$ cat src/rtl/uart_pkg.sv
// Shared UART definitions: byte width used by transmitter, receiver and feeder,
// plus the feeder FSM state type and a counter-width helper.
package uart_pkg;

    localparam int unsigned UART_DATA_W = 8;

    typedef enum logic [1:0] {
        StIdle = 2'd0,
        StLoad = 2'd1,
        StWait = 2'd2,
        StGap  = 2'd3
    } feeder_state_e;

    // Bits needed for a counter that runs 0..n-1; never narrower than 1 bit.
    function automatic int unsigned cnt_width(input int unsigned n);
        return (n > 1) ? $clog2(n) : 1;
    endfunction

endpackage

$ cat src/rtl/sync_fifo.sv
// Single-clock FIFO with registered occupancy; full/empty come from the count,
// so a pop in the same cycle never frees space for a write.
module sync_fifo #(
    parameter int unsigned WIDTH = 8,
    parameter int unsigned DEPTH = 16,
    localparam int unsigned ADDR_W = $clog2(DEPTH)
) (
    input  logic              clk,
    input  logic              rst,
    input  logic              push,
    input  logic [WIDTH-1:0]  push_data,
    input  logic              pop,
    output logic [WIDTH-1:0]  head,
    output logic              full,
    output logic              empty,
    output logic [ADDR_W:0]   level
);

    logic [WIDTH-1:0]  mem [DEPTH];
    logic [ADDR_W-1:0] wr_ptr_q;
    logic [ADDR_W-1:0] rd_ptr_q;
    logic [ADDR_W:0]   count_q;
    logic [ADDR_W:0]   count_d;
    logic              do_push;
    logic              do_pop;

    assign full    = (count_q == (ADDR_W + 1)'(DEPTH));
    assign empty   = (count_q == '0);
    assign level   = count_q;
    assign head    = mem[rd_ptr_q];
    assign do_push = push && !full;
    assign do_pop  = pop && !empty;

    always_comb begin
        count_d = count_q;
        case ({do_push, do_pop})
            2'b10:   count_d = count_q + 1'b1;
            2'b01:   count_d = count_q - 1'b1;
            default: count_d = count_q;
        endcase
    end

    // Pointers are exactly ADDR_W bits wide, so increment wraps modulo DEPTH.
    always_ff @(posedge clk) begin
        if (rst) begin
            wr_ptr_q <= '0;
            rd_ptr_q <= '0;
            count_q  <= '0;
        end else begin
            if (do_push) begin
                wr_ptr_q <= wr_ptr_q + 1'b1;
            end
            if (do_pop) begin
                rd_ptr_q <= rd_ptr_q + 1'b1;
            end
            count_q <= count_d;
        end
    end

    always_ff @(posedge clk) begin
        if (do_push) begin
            mem[wr_ptr_q] <= push_data;
        end
    end

endmodule

$ cat src/rtl/uart_tx_feeder.sv
// Buffers host bytes and hands them one at a time to the UART transmitter.
// Define UART_TX_FEEDER_TIMEOUT_EN to add the done_tx watchdog and timeout port.
module uart_tx_feeder
    import uart_pkg::*;
#(
    parameter int unsigned DEPTH          = 16,
    parameter int unsigned GAP_CYCLES     = 0,
    parameter int unsigned TIMEOUT_CYCLES = 2000000,
    localparam int unsigned ADDR_W        = $clog2(DEPTH)
) (
    input  logic                   clk,
    input  logic                   rst,
    input  logic                   wr_en,
    input  logic [UART_DATA_W-1:0] wr_data,
    output logic                   full,
    output logic                   empty,
    output logic [ADDR_W:0]        level,
    output logic                   overflow,
    output logic [UART_DATA_W-1:0] din_tx,
    output logic                   data_update,
    input  logic                   done_tx,
    output logic                   busy
`ifdef UART_TX_FEEDER_TIMEOUT_EN
    ,
    output logic                   timeout
`endif
);

    localparam int unsigned GapW = cnt_width(GAP_CYCLES);
    localparam logic [GapW-1:0] GapLast = GapW'((GAP_CYCLES > 0) ? GAP_CYCLES - 1 : 0);

    feeder_state_e          state_q;
    feeder_state_e          state_d;
    logic [GapW-1:0]        gap_q;
    logic [GapW-1:0]        gap_d;
    logic [UART_DATA_W-1:0] din_q;
    logic                   overflow_q;
    logic [UART_DATA_W-1:0] head;
    logic                   pop;

    // The head is popped on the IDLE->LOAD edge so din_tx is already valid in LOAD.
    assign pop = (state_q == StIdle) && !empty;

    sync_fifo #(
        .WIDTH (UART_DATA_W),
        .DEPTH (DEPTH)
    ) u_fifo (
        .clk       (clk),
        .rst       (rst),
        .push      (wr_en),
        .push_data (wr_data),
        .pop       (pop),
        .head      (head),
        .full      (full),
        .empty     (empty),
        .level     (level)
    );

`ifdef UART_TX_FEEDER_TIMEOUT_EN
    localparam int unsigned ToW = cnt_width(TIMEOUT_CYCLES);
    localparam logic [ToW-1:0] ToLast =
        ToW'((TIMEOUT_CYCLES > 0) ? TIMEOUT_CYCLES - 1 : 0);

    logic [ToW-1:0] wait_cnt_q;
    logic [ToW-1:0] wait_cnt_d;
    logic           timeout_q;
    logic           timeout_d;
`endif

    always_comb begin
        state_d = state_q;
        gap_d   = gap_q;
`ifdef UART_TX_FEEDER_TIMEOUT_EN
        wait_cnt_d = wait_cnt_q;
        timeout_d  = 1'b0;
`endif
        case (state_q)
            StIdle: begin
                if (!empty) begin
                    state_d = StLoad;
                end
            end
            StLoad: begin
                state_d = StWait;
`ifdef UART_TX_FEEDER_TIMEOUT_EN
                wait_cnt_d = '0;
`endif
            end
            StWait: begin
                if (done_tx) begin
                    if (GAP_CYCLES > 0) begin
                        state_d = StGap;
                        gap_d   = '0;
                    end else begin
                        state_d = StIdle;
                    end
                end
`ifdef UART_TX_FEEDER_TIMEOUT_EN
                // A late done_tx on the expiry cycle still wins over the watchdog.
                else if (wait_cnt_q == ToLast) begin
                    state_d   = StIdle;
                    timeout_d = 1'b1;
                end else begin
                    wait_cnt_d = wait_cnt_q + 1'b1;
                end
`endif
            end
            StGap: begin
                if (gap_q == GapLast) begin
                    state_d = StIdle;
                end else begin
                    gap_d = gap_q + 1'b1;
                end
            end
            default: state_d = StIdle;
        endcase
    end

    always_ff @(posedge clk) begin
        if (rst) begin
            state_q    <= StIdle;
            gap_q      <= '0;
            din_q      <= '0;
            overflow_q <= 1'b0;
        end else begin
            state_q    <= state_d;
            gap_q      <= gap_d;
            overflow_q <= wr_en && full;
            if (pop) begin
                din_q <= head;
            end
        end
    end

`ifdef UART_TX_FEEDER_TIMEOUT_EN
    always_ff @(posedge clk) begin
        if (rst) begin
            wait_cnt_q <= '0;
            timeout_q  <= 1'b0;
        end else begin
            wait_cnt_q <= wait_cnt_d;
            timeout_q  <= timeout_d;
        end
    end

    assign timeout = timeout_q;
`endif

    assign din_tx      = din_q;
    assign data_update = (state_q == StLoad);
    assign busy        = (state_q != StIdle);
    assign overflow    = overflow_q;

endmodule

$ cat config.mk
export PLATFORM = sky130hd
export DESIGN_NAME = uart_tx_feeder
export DESIGN_NICKNAME = d
export VERILOG_FILES = /design/src/rtl/uart_pkg.sv /design/src/rtl/sync_fifo.sv /design/src/rtl/uart_tx_feeder.sv
export SDC_FILE = /design/constraint.sdc
export NUM_CORES = 1
export LEC_CHECK = 0
export BUFFER_PORTS_ARGS = -buffer_cell sky130_fd_sc_hd__buf_2
export CAP_MARGIN = 10
export CORE_ASPECT_RATIO = 1.25
export CORE_MARGIN = 4
export CORE_UTILIZATION = 60
export DETAILED_ROUTE_END_ITERATION = 8
export GPL_ROUTABILITY_DRIVEN = 0
export PLACE_DENSITY = 0.78
export SYNTH_ARGS = -nofsm -noshare
export SYNTH_HDL_FRONTEND = slang
export SYNTH_SLANG_ARGS = --single-unit
$ cat constraint.sdc
create_clock -name clk -period 3.5 [get_ports clk]
set_input_delay 0.175 -clock clk [delete_from_list [all_inputs] [get_ports clk]]
set_output_delay 0.175 -clock clk [all_outputs]
set_load 0.02 [all_outputs]
# ---- After elaboration in Yosys (flattened, before gate mapping)
# Memory sizes are Yosys's and may differ from the RTL's. A register that Yosys moved wholly into a read port is not among the register bits.
# Cells that the tools add are included.
# Widths: inputs -> output; s select.
dict set report totals {
  reg_bits 17
  ram_bits 128
  in_bits 12
  out_inout_bits 18
  wordCells 40
  mem_count 1
}
# name words word_bits read_ports rd_ports_with_merged_regs write_ports line_no
set memory_table {}
lappend memory_table {u_fifo.mem 16 8 1 1 1 sync_fifo.sv:19} ;# logic [WIDTH-1:0] mem [DEPTH];
dict set report classes {
  n_addsub 5
  eq_ne 9
  muxes 8
  n_reduce_logical 11
}
# operator n
set ops {}
lappend ops {{$pmux 5 s2} 1}
lappend ops {{$add 4x1->4 const B} 2}
lappend ops {{$pmux 2 s4} 1}
lappend ops {{$eq 2x2->1 const B} 3}
lappend ops {{$mux 2} 3}
lappend ops {{$ne 2x2->1 const B} 3}
lappend ops {{$add 5x1->5 const B} 1}
lappend ops {{$eq 5x5->1 const B} 1}
lappend ops {{$logic_not 5->1} 1}
lappend ops {{$sub 5x1->5 const B} 1}
lappend ops {{$eq 2x1->1 const B} 2}
lappend ops {{$logic_and 1x1->1} 4}
lappend ops {{$reduce_bool 2->1} 2}
lappend ops {{$mux 1} 3}
lappend ops {{$reduce_and 3->1} 1}
lappend ops {{$logic_not 1->1} 2}
lappend ops {{$logic_not 2->1} 1}
lappend ops {{$add 1x1->1 const B} 1}

# ---- Longest topological paths before layout
# Gate-level depths: netlist of the first run.
dict set report logic_depth {
  word_depth 6
  depth_mapped 12
  depth_no_buf 11
}

# ---- By module
# From an unflattened synthesis of the first run, not the netlist that was laid out.
dict set report hier_totals {
  cells_unflattened 343
  area_unflattened_um2 6219.7
}
# mod n_inst cells_per_inst area_each_um2 seq_area_each_um2
set modules_own_cells {}
lappend modules_own_cells {sync_fifo 1 296 5753.0 4184.0}
lappend modules_own_cells {uart_tx_feeder 1 47 466.7 220.2}

# ---- Worst setup path after synthesis of the first run
# Ideal clock, no wire load.
dict set report synth_timing {
  path_type {register to register}
  start {reg u_fifo.count_q[1] (netlist: u_fifo.level[1])}
  end {reg u_fifo.count_q[4] (netlist: u_fifo.level[4])}
  t_arrival_ns 2.752
  slack_ns 0.625
  path_stages_with_launch 13
  n_path_buf 2
  period_less_slack_ns 2.875
  cell_sequence {dfxtp_1 nor4_4 a21oi_2 buf_2 ha_1 clkbuf_1 xor2_1 ha_1 a21oi_1 nand2b_1 a21o_1 a21oi_1 mux2_1}
}
dict set report synth_via {
  elab_chain_len 6
  elab_cells_between_ends 13
}
# item line_no
set synth_lines {}
lappend synth_lines {{start, declared} sync_fifo.sv:22} ;# logic [ADDR_W:0] count_q;
lappend synth_lines {{start signal, assigned} sync_fifo.sv:56} ;# count_q <= count_d;
lappend synth_lines {{$logic_not 5->1 (*)} sync_fifo.sv:28} ;# assign empty = (count_q == '0);
lappend synth_lines {{$logic_not 1->1 (*)} uart_tx_feeder.sv:42} ;# assign pop = (state_q == StIdle) && !empty;
lappend synth_lines {{$logic_and 1x1->1 (*)} uart_tx_feeder.sv:42}
lappend synth_lines {{named net pop} uart_tx_feeder.sv:39} ;# logic pop;
lappend synth_lines {{$logic_and 1x1->1 (*)} sync_fifo.sv:32} ;# assign do_pop = pop && !empty;
lappend synth_lines {{$eq 2x1->1 or $eq 2x2->1 (tied branches)} sync_fifo.sv:36} ;# case ({do_push, do_pop})
lappend synth_lines {{$pmux 5 s2 or $reduce_bool 2->1 (tied branches)} n/a}
# The timed path passes the listed nets; every way through them passes the cells marked *.
# A chain may end at the register's enable or synchronous reset.

# ---- Worst setup path after layout of the first run
dict set report layout_timing {
  start {reg u_fifo.count_q[1] (netlist: u_fifo.level[1])}
  end {reg u_fifo.count_q[4] (netlist: u_fifo.level[4])}
}
dict set report layout_via {
  elab_chain_len 6
  elab_cells_between_ends 13
}
# item line_no
set layout_lines {}
lappend layout_lines {{$logic_not 5->1} sync_fifo.sv:28}
lappend layout_lines {{$logic_not 1->1} {sync_fifo.sv:32, uart_tx_feeder.sv:42}}
lappend layout_lines {{$logic_and 1x1->1} uart_tx_feeder.sv:42}
lappend layout_lines {{$logic_and 1x1->1} sync_fifo.sv:32}
lappend layout_lines {{$eq 2x1->1 or $eq 2x2->1 (tied branches)} sync_fifo.sv:36}
lappend layout_lines {{$pmux 5 s2 or $reduce_bool 2->1 (tied branches)} n/a}
# Several ways; a longest one is shown, not always the timed one.

==> qor.csv, run 1 <==
stage;metric;value;unit
outcome;status;complete, no violations;
global_routing;grt_overflow;0;
sta;finClkSkew;0.00824;ns
sta;finalSetupViolations;0;
synth;avgSynthCellArea;15.2;um2
sta;fmax;308;MHz
sta;slew_headroom;38.0;%
worst_hold_path;hold_path.class;input port to flop;
floorplanning;rows;41;
floorplanning;die_y;121;um
sta;hold_slack;0.0332;ns
floorplanning;fp.dieW;98.5;um
setup_path;worst_setup_path_end_kind;flop;
sta;tightest_slew;0.929;ns
sta;fin_crit_sh;92.7;%
layout;nets;458;
floorplanning;core_region_area;10100;um2
layout;n_antenna_cell;0;
drt;drt_iter0_markers;238;
sta;slew_violations;0;
clocking;h-tree-depth;4;
setup_path;required;3.80;ns
setup_path;critPathSlowestCell;a21oi_2;
synth;syn-instance-count;405;
setup_path;cp_cell_sequence;nor4_4 > a21oi_2 > ha_1 > xor2_1 > ha_1 > a21oi_1 > nand2b_1 > a21o_1 > a21oi_1 > mux2_1;
sta;period_needed;3.24;ns
synth;synth-main-ff-cell;edfxtp_1;
synth;yosysTopAreaCellShare;62.5;%
global_routing;grt_pass1_wl;18.5;mm
layout;num-fill-cells;693;
synth;synth_cell_types;37;
layout;drive_above_1_share;15.3;%
drt;vias;3447;
setup_path;worstPathArrival;3.55;ns
clocking;holdBufCountCts;0;
floorplanning;io_pins;30;
drt;postRouteWirelength;11.9;mm
setup_path;rrSetupSlack;0.26;ns
setup_path;slowest_delay;0.72;ns
floorplanning;die-area;11900;um2
clocking;worstSkewPairLatency;0.42;ns
drt;viasPerCell;5.95;
sta;hold_violations;0;
synth;ys_seq_area_share;70.3;%
clocking;cts_root_buf;clkbuf_16;
synth;yosys-top-cells-area;edfxtp_1 (63%), mux2i_1 (11%), dfxtp_1 (7.8%);
place;port_buffers;29;
power_and_ir_drop;leakagePower;0.00229;uW
place;dp.final_hpwl;7.71;mm
synth;synth_top_area_cell;edfxtp_1;
global_routing;grt_pass1_vias;3475;
setup_path;crit_fanout;22;
setup_path;critPathKind;flop to flop;
run;drv_cap;0;
drt;post-route-drc-count;0;
synth;yosys_warnings;0;
clocking;cts_buffer_depth;2;
global_routing;grt_use_total;21.2;%
sta;rsz0062_at_grt;no;
synth;syn-num-nets;426;
clocking;post_cts_buffers;0;
clocking;cts_tree;built;
drt;firstDrtPassIters;4;
sta;tns;0;ns
setup_path;startpoint_type;flop;
synth;synth.ff_latch_count;152;
clocking;clk_pin_slew;0.06;ns
drt;detail-route-antenna-nets;0;
global_routing;antenna_found_initial;0;
synth;synth_edf_count;128;
drt;wl_per_cell;20.5;um
global_routing;grt_max_degree;38;
synth;syn_area;6150;um2
synth;ys_async_sr_fraction;0;%
power_and_ir_drop;p_per_area;716;nW/um2
layout;final_core_util;69.1;%
clocking;cts-resized-gates;0;
power_and_ir_drop;ir_drop;0.379;mV
clocking;cts.sinks;152;
clocking;cts_made_buffers;17;
layout;area_delta_synth_final;13.0;%
place;placed_cells;547;
floorplanning;initial_utilization;61.1;%
layout;final_cells;579;
## flip-flops by register name, summed over array words and instances (netlist names)
register and count:
u_fifo.level 5, overflow 1, din_tx 8, state_q 2, u_fifo.wr_ptr_q 4, u_fifo.mem 128
u_fifo.rd_ptr_q 4
## final cells by class
class | count | area, um2 | share of cell area [%]
multi-input combinational | 226 | 1650 | 23.8
sequential | 152 | 4330 | 62.3
tap | 129 | 161 | 2.32
inverter | 5 | 18.8 | 0.270
clock inverter | 9 | 116 | 1.68
timing repair buffer | 35 | 190 | 2.74
clock buffer | 23 | 478 | 6.88
## power breakdown
group          internal [uW]  switching, uW  total [uW]
clock                   1110            681        1790
combinational            365            627         991
sequential              2080            111        2190
total                   3560           1420        4970
## synthesized netlist by cell type (2+ instances only)
cell / count
or3_1: 2
buf_1: 2
nor2b_1: 2
clkbuf_1: 5
dfxtp_1: 24
nor3b_1: 2
ha_1: 9
buf_4: 2
buf_6: 7
xor2_1: 7
nor3_1: 5
inv_1: 5
nand2b_1: 4
buf_2: 6
nor2_1: 39
mux2i_1: 66
nor4_1: 9
nand2_1: 12
edfxtp_1: 128
a21oi_1: 7
o22ai_1: 33
nand3b_1: 3
nand4_1: 2
a211oi_1: 8
o21ai_0: 3
xnor2_1: 2
## layout by cell type, fill, tap and decap left out, types with 2 or more instances in the layout
cell	n
edfxtp_1	128
mux2i_1	66
nor2_1	39
o22ai_1	33
buf_2	29
dfxtp_1	23
clkbuf_16	17
nand2_1	12
nor4_1	9
ha_1	9
a211oi_1	8
xor2_1	7
a21oi_1	7
buf_4	6
inv_1	5
nor3_1	5
nand2b_1	4
clkinv_4	4
nand3b_1	3
o21ai_0	3
clkbuf_1	3
clkbuf_8	3
nor2b_1	2
xnor2_1	2
or3_1	2
nor3b_1	2
nand4_1	2
bufinv_16	2
## logic make-up (layout without fill, tap and decap cells)
group                    Yosys count  after routing  share of synthesized area (%)
buffers and inverters             27             72                           2.75
multiplexers                      67             67                           10.9
flip-flops                       152            152                           70.3
adder cells (fa/ha/maj)            9              9                           1.83
AO/OA/AOI/OAI                     56             56                           6.02
XOR/XNOR                           9              9                           1.28
AND/OR/NAND/NOR                   85             85                           6.84
## worst max-delay path, delay by kind of cell (launching register included)
family                     cells  cell delay, ns
and+or+nand+nor                2            0.21
muxes                          1            0.34
adders and majority gates      2            0.69
DFF                            1            0.51
xor gates and xnor gates       1            0.11
AOI/OAI and AO/OA              4            1.27
## per-stage QoR
step                power, uW  area (um2)  setup slack, ns
global placement         3170        6350            0.423
global route             5190        6950           0.0213
floorplan                2950        6150            0.625
finish                   4970        6950            0.256
CTS                      4990        6950            0.273
detailed placement       3210        6350            0.277
## worst paths after layout
kind	cells past startpoint	to	startpoint
setup / recovery	10	u_fifo.level[4]$_SDFFE_PP0P_	u_fifo.level[1]$_SDFFE_PP0P_
hold / removal	2	overflow$_SDFF_PP0_	wr_en
setup reg to reg	10	u_fifo.level[4]$_SDFFE_PP0P_	u_fifo.level[1]$_SDFFE_PP0P_
hold reg to reg	2	din_tx[7]$_SDFFE_PP0P_	din_tx[7]$_SDFFE_PP0P_
## per-layer routing
metal  vias to the layer above  GRT usage, %  wire length [um]  part of all wire [%]
li1                       1616             -                 -                     -
met1                      1683          26.1              4890                    41
met2                       125          34.3              5990                    50
met3                        23          5.52               659                   5.5
met4                         0          11.8               349                   2.9
met5                         -             0                 0                     0
No activity file was read; power rests on OpenSTA's default activity.
==> run 2: changes to the inputs <==
Settings changed: CELL_PAD_IN_SITES_DETAIL_PLACEMENT from default to 1, CELL_PAD_IN_SITES_GLOBAL_PLACEMENT from default to 2, CORE_UTILIZATION 60 to 45, PLACE_DENSITY 0.78 to default, PLACE_DENSITY_LB_ADDON from default to 0.1, SLEW_MARGIN from default to 25.
==> run 2 against run 1 <==
  * Final area increased by 1.5%
  * Sequential share of layout area decreased by 0.94 points
  * Global-route usage decreased by 3.1 points
  * Clock-buffer cell count decreased by 2
  * Routed wire length increased by 13%
  * Clock skew decreased by 0.0016 ns
  * Sequential power about the same
  * Critical endpoint unchanged
==> qor.csv, run 2 (same netlist as run 1, synthesis figures left out) <==
stage;metric;value;unit;change
global_routing;grt_pass1_vias;3528;;+1.5%
clocking;cts_tree;built;;
clocking;clk_pin_slew;0.06;ns;about the same
setup_path;cp_cell_sequence;nor4_4 > a21boi_4 > inv_1 > ha_1 > xor2_1 > ha_1 > a21oi_1 > nand2b_1 > a21o_1 > a21oi_1 > mux2_1;;
layout;final_common_cell;edfxtp_1;;
floorplanning;initial_utilization;46.3;%;-15 points
sta;slew_violations;0;;unchanged
clocking;worstSkewPairLatency;0.42;ns;about the same
clocking;h-tree-depth;4;;unchanged
floorplanning;rows;47;;+15%
sta;finClkSkew;0.00662;ns;-0.00162 ns
outcome;status;complete, no violations;;
setup_path;crit_family;compound AO/OA/AOI/OAI gates;;
drt;detail-route-antenna-nets;0;;unchanged
clocking;cts_made_buffers;17;;unchanged
power_and_ir_drop;leakagePower;0.00231;uW;+0.79%
drt;vias;3427;;-0.58%
setup_path;worst_setup_path_end_kind;flop;;
global_routing;antenna_found_initial;0;;unchanged
global_routing;grt_use_total;18.1;%;-3.1 points
place;placed_cell_area;6420;um2;+1.1%
floorplanning;core_region_area;13300;um2;+32%
power_and_ir_drop;ir_drop;0.458;mV;+21%
global_routing;busiest_layer;met2;;
place;dp.final_hpwl;9.08;mm;+18%
clocking;cts_root_buf;clkbuf_16;;
clocking;cts-resized-gates;0;;unchanged
floorplanning;fp.dieW;113;um;+14%
setup_path;r2r_start;u_fifo.level[2]$_SDFFE_PP0P_;;
layout;area_delta_synth_final;14.7;%;
power_and_ir_drop;p_per_area;726;nW/um2;+1.3%
layout;regMostFlops;u_fifo.mem;;
setup_path;startpoint_type;flop;;
drt;wl_per_cell;21.6;um;+5.2%
drt;viasPerCell;5.50;;-7.6%
global_routing;grt_max_degree;30;;-21%
setup_path;critPathBufInv;1;;+1
sta;slew_headroom;41.3;%;+3.3 points
floorplanning;die_y;139;um;+14%
global_routing;grt_overflow;0;;unchanged
sta;tns;0;ns;unchanged
drt;firstDrtPassIters;4;;unchanged
run;drv_cap;0;;unchanged
global_routing;use_met3;4.98;%;-0.54 points
sta;tightest_slew;0.877;ns;-0.0521 ns
drt;post-route-drc-count;0;;unchanged
setup_path;worstPathArrival;3.22;ns;-0.33 ns
layout;final_cell_mix;edfxtp_1 (128), mux2i_1 (66), nor2_1 (39), o22ai_1 (33), buf_2 (29);;
global_routing;grt_pass1_wl;20.8;mm;+12%
sta;hold_violations;0;;unchanged
sta;fmax;343;MHz;+11%
layout;num-fill-cells;1306;;+88%
setup_path;startpoint;u_fifo.level[2]$_SDFFE_PP0P_;;
global_routing;use_met2;30.6;%;-3.7 points
floorplanning;die-area;15600;um2;+31%
worst_hold_path;min_from;wr_en;;
drt;drt_iter0_markers;126;;-47%
drt;postRouteWirelength;13.5;mm;+13%
layout;drive_above_1_share;15.9;%;+0.60 points
sta;finalSetupViolations;0;;unchanged
setup_path;critPathKind;flop to flop;;
place;port_buffers;29;;unchanged
clocking;cts_buffer_depth;2;;unchanged
layout;nets;460;;+0.44%
worst_hold_path;hold_path.class;input port to flop;;
setup_path;crit_fanout;9;;-59%
setup_path;required;3.80;ns;about the same
setup_path;slowest_delay;0.48;ns;-0.24 ns
clocking;holdBufCountCts;0;;unchanged
layout;n_antenna_cell;0;;unchanged
setup_path;critPathSlowestCell;nor4_4;;
floorplanning;io_pins;30;;unchanged
global_routing;met1_usage;22.6;%;-3.4 points
clocking;cts.sinks;152;;unchanged
sta;fin_crit_sh;83.4;%;-9.3 points
layout;largest_register_ffs;128;;unchanged
sta;period_needed;2.92;ns;-0.326 ns
sta;rsz0062_at_grt;no;;
layout;fin_area;7050;um2;+1.5%
clocking;post_cts_buffers;0;;unchanged
[run 2: through the flow]
stage | std cells | utilization, % | total power [uW] | worst slack (ns) | hold WS, ns
after detailed placement | 591 | 48.3 | 3250 | 0.583 | 0.465
after global placement | 591 | 48.3 | 3210 | 0.691 | 0.464
after CTS | 623 | 53.1 | 5170 | 0.569 | 0.0180
final | 623 | 53.1 | 5120 | 0.582 | 0.0325
after global routing | 623 | 53.1 | 5370 | 0.319 | 0.0278
after floorplan | 405 | - | 2950 | 0.625 | 0.274
[run 2: power by group]
part	total, uW	switching [uW]	internal (uW)
registers	2190	111	2080
logic	1010	633	376
clock network	1920	687	1230
[run 2: worst paths after layout]
check	depth (start not counted)	slack, ns	end
hold reg to reg	2	0.50	din_tx[1]$_SDFFE_PP0P_
setup / recovery	11	0.58	u_fifo.level[4]$_SDFFE_PP0P_
setup reg to reg	11	0.58	u_fifo.level[4]$_SDFFE_PP0P_
hold / removal	2	0.03	overflow$_SDFF_PP0_
[run 2: layout make-up]
cell class                      instances  area (um2)  area share (%)
Inverter                                5        18.8           0.266
Clock inverter                         11         173            2.45
Timing Repair Buffer                   37         205            2.91
Clock buffer                           21         460            6.53
Multi-Input combinational cell        226        1650            23.5
Sequential cell                       152        4330            61.4
Tap cell                              171         214            3.03
[run 2: per-layer routing]
layer	up-vias	part of all wire, %
met5	-	0
met4	0	2.0
met3	18	3.5
met2	51	52
met1	1739	42
li1	1619	-
==> run 3: changes to the inputs <==
Settings changed: CORE_UTILIZATION 45 to 40.
Clock period 3.5 ns to 2.4 ns, I/O delays scaled along.
==> run 3 against run 2 <==
  * Final area is 2.5% higher
  * Setup slack got worse by 0.57 ns
  * Largest cell class unchanged
  * Clock-buffer cell count decreased by 4
  * Critical endpoint unchanged
  * Highest routed layer unchanged
==> qor.csv, run 3 (same netlist as run 1, synthesis figures left out) <==
stage;metric;value;unit;change
outcome;status;complete, no violations;;
drt;firstDrtPassIters;5;;+1
setup_path;rrSetupSlack;0.01;ns;-0.57 ns
floorplanning;io_pins;30;;unchanged
setup_path;crit_fanout;2;;-7
global_routing;antenna_found_initial;0;;unchanged
global_routing;grt_overflow;0;;unchanged
place;dp.final_hpwl;9.31;mm;+2.4%
setup_path;startpoint;u_fifo.level[0]$_SDFFE_PP0P_;;
floorplanning;rows;50;;+6.4%
setup_path;cp.depth;13;;+2
power_and_ir_drop;p_int;5200;uW;+41%
power_and_ir_drop;seqPwrFrac;42.2;%;-0.6 points
setup_path;worst_setup_path_end_kind;flop;;
layout;drive_above_1_share;22.2;%;+6.2 points
sta;period_needed;2.39;ns;-0.530 ns
sta;tns;0;ns;unchanged
layout;seqCellArea;4330;um2;+0.14%
global_routing;grt_max_degree;28;;-6.7%
power_and_ir_drop;power_frac_clock;34.8;%;-2.7 points
drt;vias;3463;;+1.1%
power_and_ir_drop;comb_power_share;23.1;%;+3.4 points
sta;finalSetupViolations;0;;unchanged
power_and_ir_drop;ir_drop;0.623;mV;+36%
layout;multi_input_area;1710;um2;+3.2%
clocking;cts_tree;built;;
sta;slew_headroom;40.8;%;-0.55 points
global_routing;grt_pass1_vias;3612;;+2.4%
drt;postRouteWirelength;13.9;mm;+3.1%
floorplanning;initial_utilization;40.9;%;-5.3 points
power_and_ir_drop;leakagePower;0.00239;uW;+3.7%
drt;post-route-drc-count;0;;unchanged
run;drv_cap;0;;unchanged
clocking;cts_buffer_depth;2;;unchanged
layout;largest_register_ffs;128;;unchanged
setup_path;critPathSlowestCell;dfxtp_4;;
floorplanning;fp.dieW;119;um;+5.6%
drt;drt_iter0_markers;135;;+7.1%
setup_path;r2r-end;u_fifo.level[4]$_SDFFE_PP0P_;;
sta;fmax;419;MHz;+22%
layout;final_core_util;48.2;%;-4.9 points
clocking;clk_pin_slew;0.07;ns;about the same
sta;tightest_slew;0.885;ns;+0.00820 ns
sta;fin_crit_sh;99.5;%;+16 points
sta;rsz0062_at_grt;yes;;
place;port_buffers;29;;unchanged
setup_path;cp-endpoint;u_fifo.level[4]$_SDFFE_PP0P_;;
clocking;cts_made_buffers;17;;unchanged
setup_path;startpoint_type;flop;;
setup_path;crit_family;compound AO/OA/AOI/OAI gates;;
setup_path;critPathBufInv;3;;+2
drt;viasPerCell;5.32;;-3.3%
floorplanning;core_region_area;15000;um2;+13%
setup_path;required;2.72;ns;-1.08 ns
drt;detail-route-antenna-nets;0;;unchanged
clocking;h-tree-depth;4;;unchanged
power_and_ir_drop;power_switching;2320;uW;+62%
floorplanning;die_y;147;um;+5.7%
setup_path;critPathKind;flop to flop;;
drt;wl_per_cell;21.3;um;-1.3%
setup_path;r2r_start;u_fifo.level[0]$_SDFFE_PP0P_;;
worst_hold_path;hold_path.class;input port to flop;;
layout;final_cell_mix;edfxtp_1 (128), mux2i_1 (66), nor2_1 (38), o22ai_1 (32), buf_2 (29);;
setup_path;worstPathArrival;2.70;ns;-0.52 ns
layout;final_common_cell;edfxtp_1;;
clocking;cts_root_buf;clkbuf_16;;
clocking;worstSkewPairLatency;0.43;ns;about the same
sta;finClkSkew;0.0106;ns;+0.00398 ns
layout;n_antenna_cell;0;;unchanged
floorplanning;die-area;17400;um2;+12%
power_and_ir_drop;netSwitchingFraction;30.9;%;+2.9 points
layout;nets;477;;+3.7%
sta;slew_violations;0;;unchanged
global_routing;grt_pass1_wl;21.2;mm;+2.3%
global_routing;grt_use_total;16.8;%;-1.3 points
layout;num-fill-cells;1477;;+13%
setup_path;slowest_delay;0.35;ns;-0.13 ns
setup_path;cp_cell_sequence;nor4_4 > buf_4 > a21boi_4 > inv_2 > ha_4 > xor2_1 > ha_2 > buf_6 > a21oi_4 > nand2b_1 > a21o_1 > a21oi_2 > mux2_4;;
sta;hold_violations;0;;unchanged
layout;regMostFlops;u_fifo.mem;;
layout;area_delta_synth_final;17.6;%;
power_and_ir_drop;p_per_area;1040;nW/um2;+43%
setup_path;rr_worst_depth;13;;+2
clocking;cts.sinks;152;;unchanged
[run 3: through the flow]
| step | hold slack [ns] | setup WS (ns) | cells | cell area (um2) | power, uW |
|---|---|---|---|---|---|
| after global placement | 0.402 | -0.0407 | 615 | 6580 | 4850 |
| after CTS | 0.0362 | -0.0386 | 651 | 7220 | 7590 |
| after detailed placement | 0.403 | -0.157 | 615 | 6580 | 4890 |
| final | 0.0503 | 0.0124 | 651 | 7230 | 7520 |
| after floorplan | 0.219 | -0.178 | 405 | 6190 | 4370 |
| after global routing | 0.0715 | -0.121 | 651 | 7230 | 7900 |
[run 3: layer usage]
| metal | GRT usage [%] | wire length (um) | up-vias |
|---|---|---|---|
| met2 | 28.7 | 7060 | 67 |
| met3 | 4.26 | 566 | 20 |
| met5 | 0 | 0 | - |
| li1 | - | - | 1648 |
| met1 | 20.4 | 6000 | 1728 |
| met4 | 6.43 | 245 | 0 |
[run 3: timing repair]
item                       in CTS  in global routing
pin swaps                       7                  3
hold buffers                    1                  0
setup endpoints to repair       1                  6
resized for setup               7                  4
setup buffers                   3                  0
hold endpoints to repair        1                  0
[run 3: worst min-delay path by stage]
stage / startpoint / endpoint / cells after the start
3_3_place_gp: wr_en / overflow$_SDFF_PP0_ / 2
4_1_cts: done_tx / state_q[1]$_SDFFE_PP0P_ / 4
3_5_place_dp: wr_en / overflow$_SDFF_PP0_ / 2
2_1_floorplan: wr_data[0] / u_fifo.mem[0][0]$_DFFE_PP_ / 0
5_1_grt: done_tx / state_q[1]$_SDFFE_PP0P_ / 4
6_report: done_tx / state_q[1]$_SDFFE_PP0P_ / 4
[run 3: layout make-up]
| class | count | share of cell area, % |
|---|---|---|
| clock buffers | 17 | 5.88 |
| multi-input cells | 226 | 23.6 |
| inverters | 5 | 0.260 |
| repair buffers | 54 | 5.03 |
| clock inverters | 15 | 2.15 |
| well taps | 182 | 3.15 |
| flip-flops and latches | 152 | 59.9 |
[run 3: power by group through the flow]
stage | combinational (uW) | clock, uW | sequential (uW)
finish | 1730 | 2620 | 3170
detailed placement | 1670 | 0 | 3230
CTS | 1750 | 2670 | 3170
global placement | 1630 | 0 | 3220
global route | 1900 | 2810 | 3190
floorplan | 1100 | 0 | 3270
[run 3: worst min-delay path: cells and delay by family]
family                 cells  cell delay [ns]
AOI/OAI and AO/OA          1             0.15
buffers and inverters      1             0.07
and+or+nand+nor            2             0.08
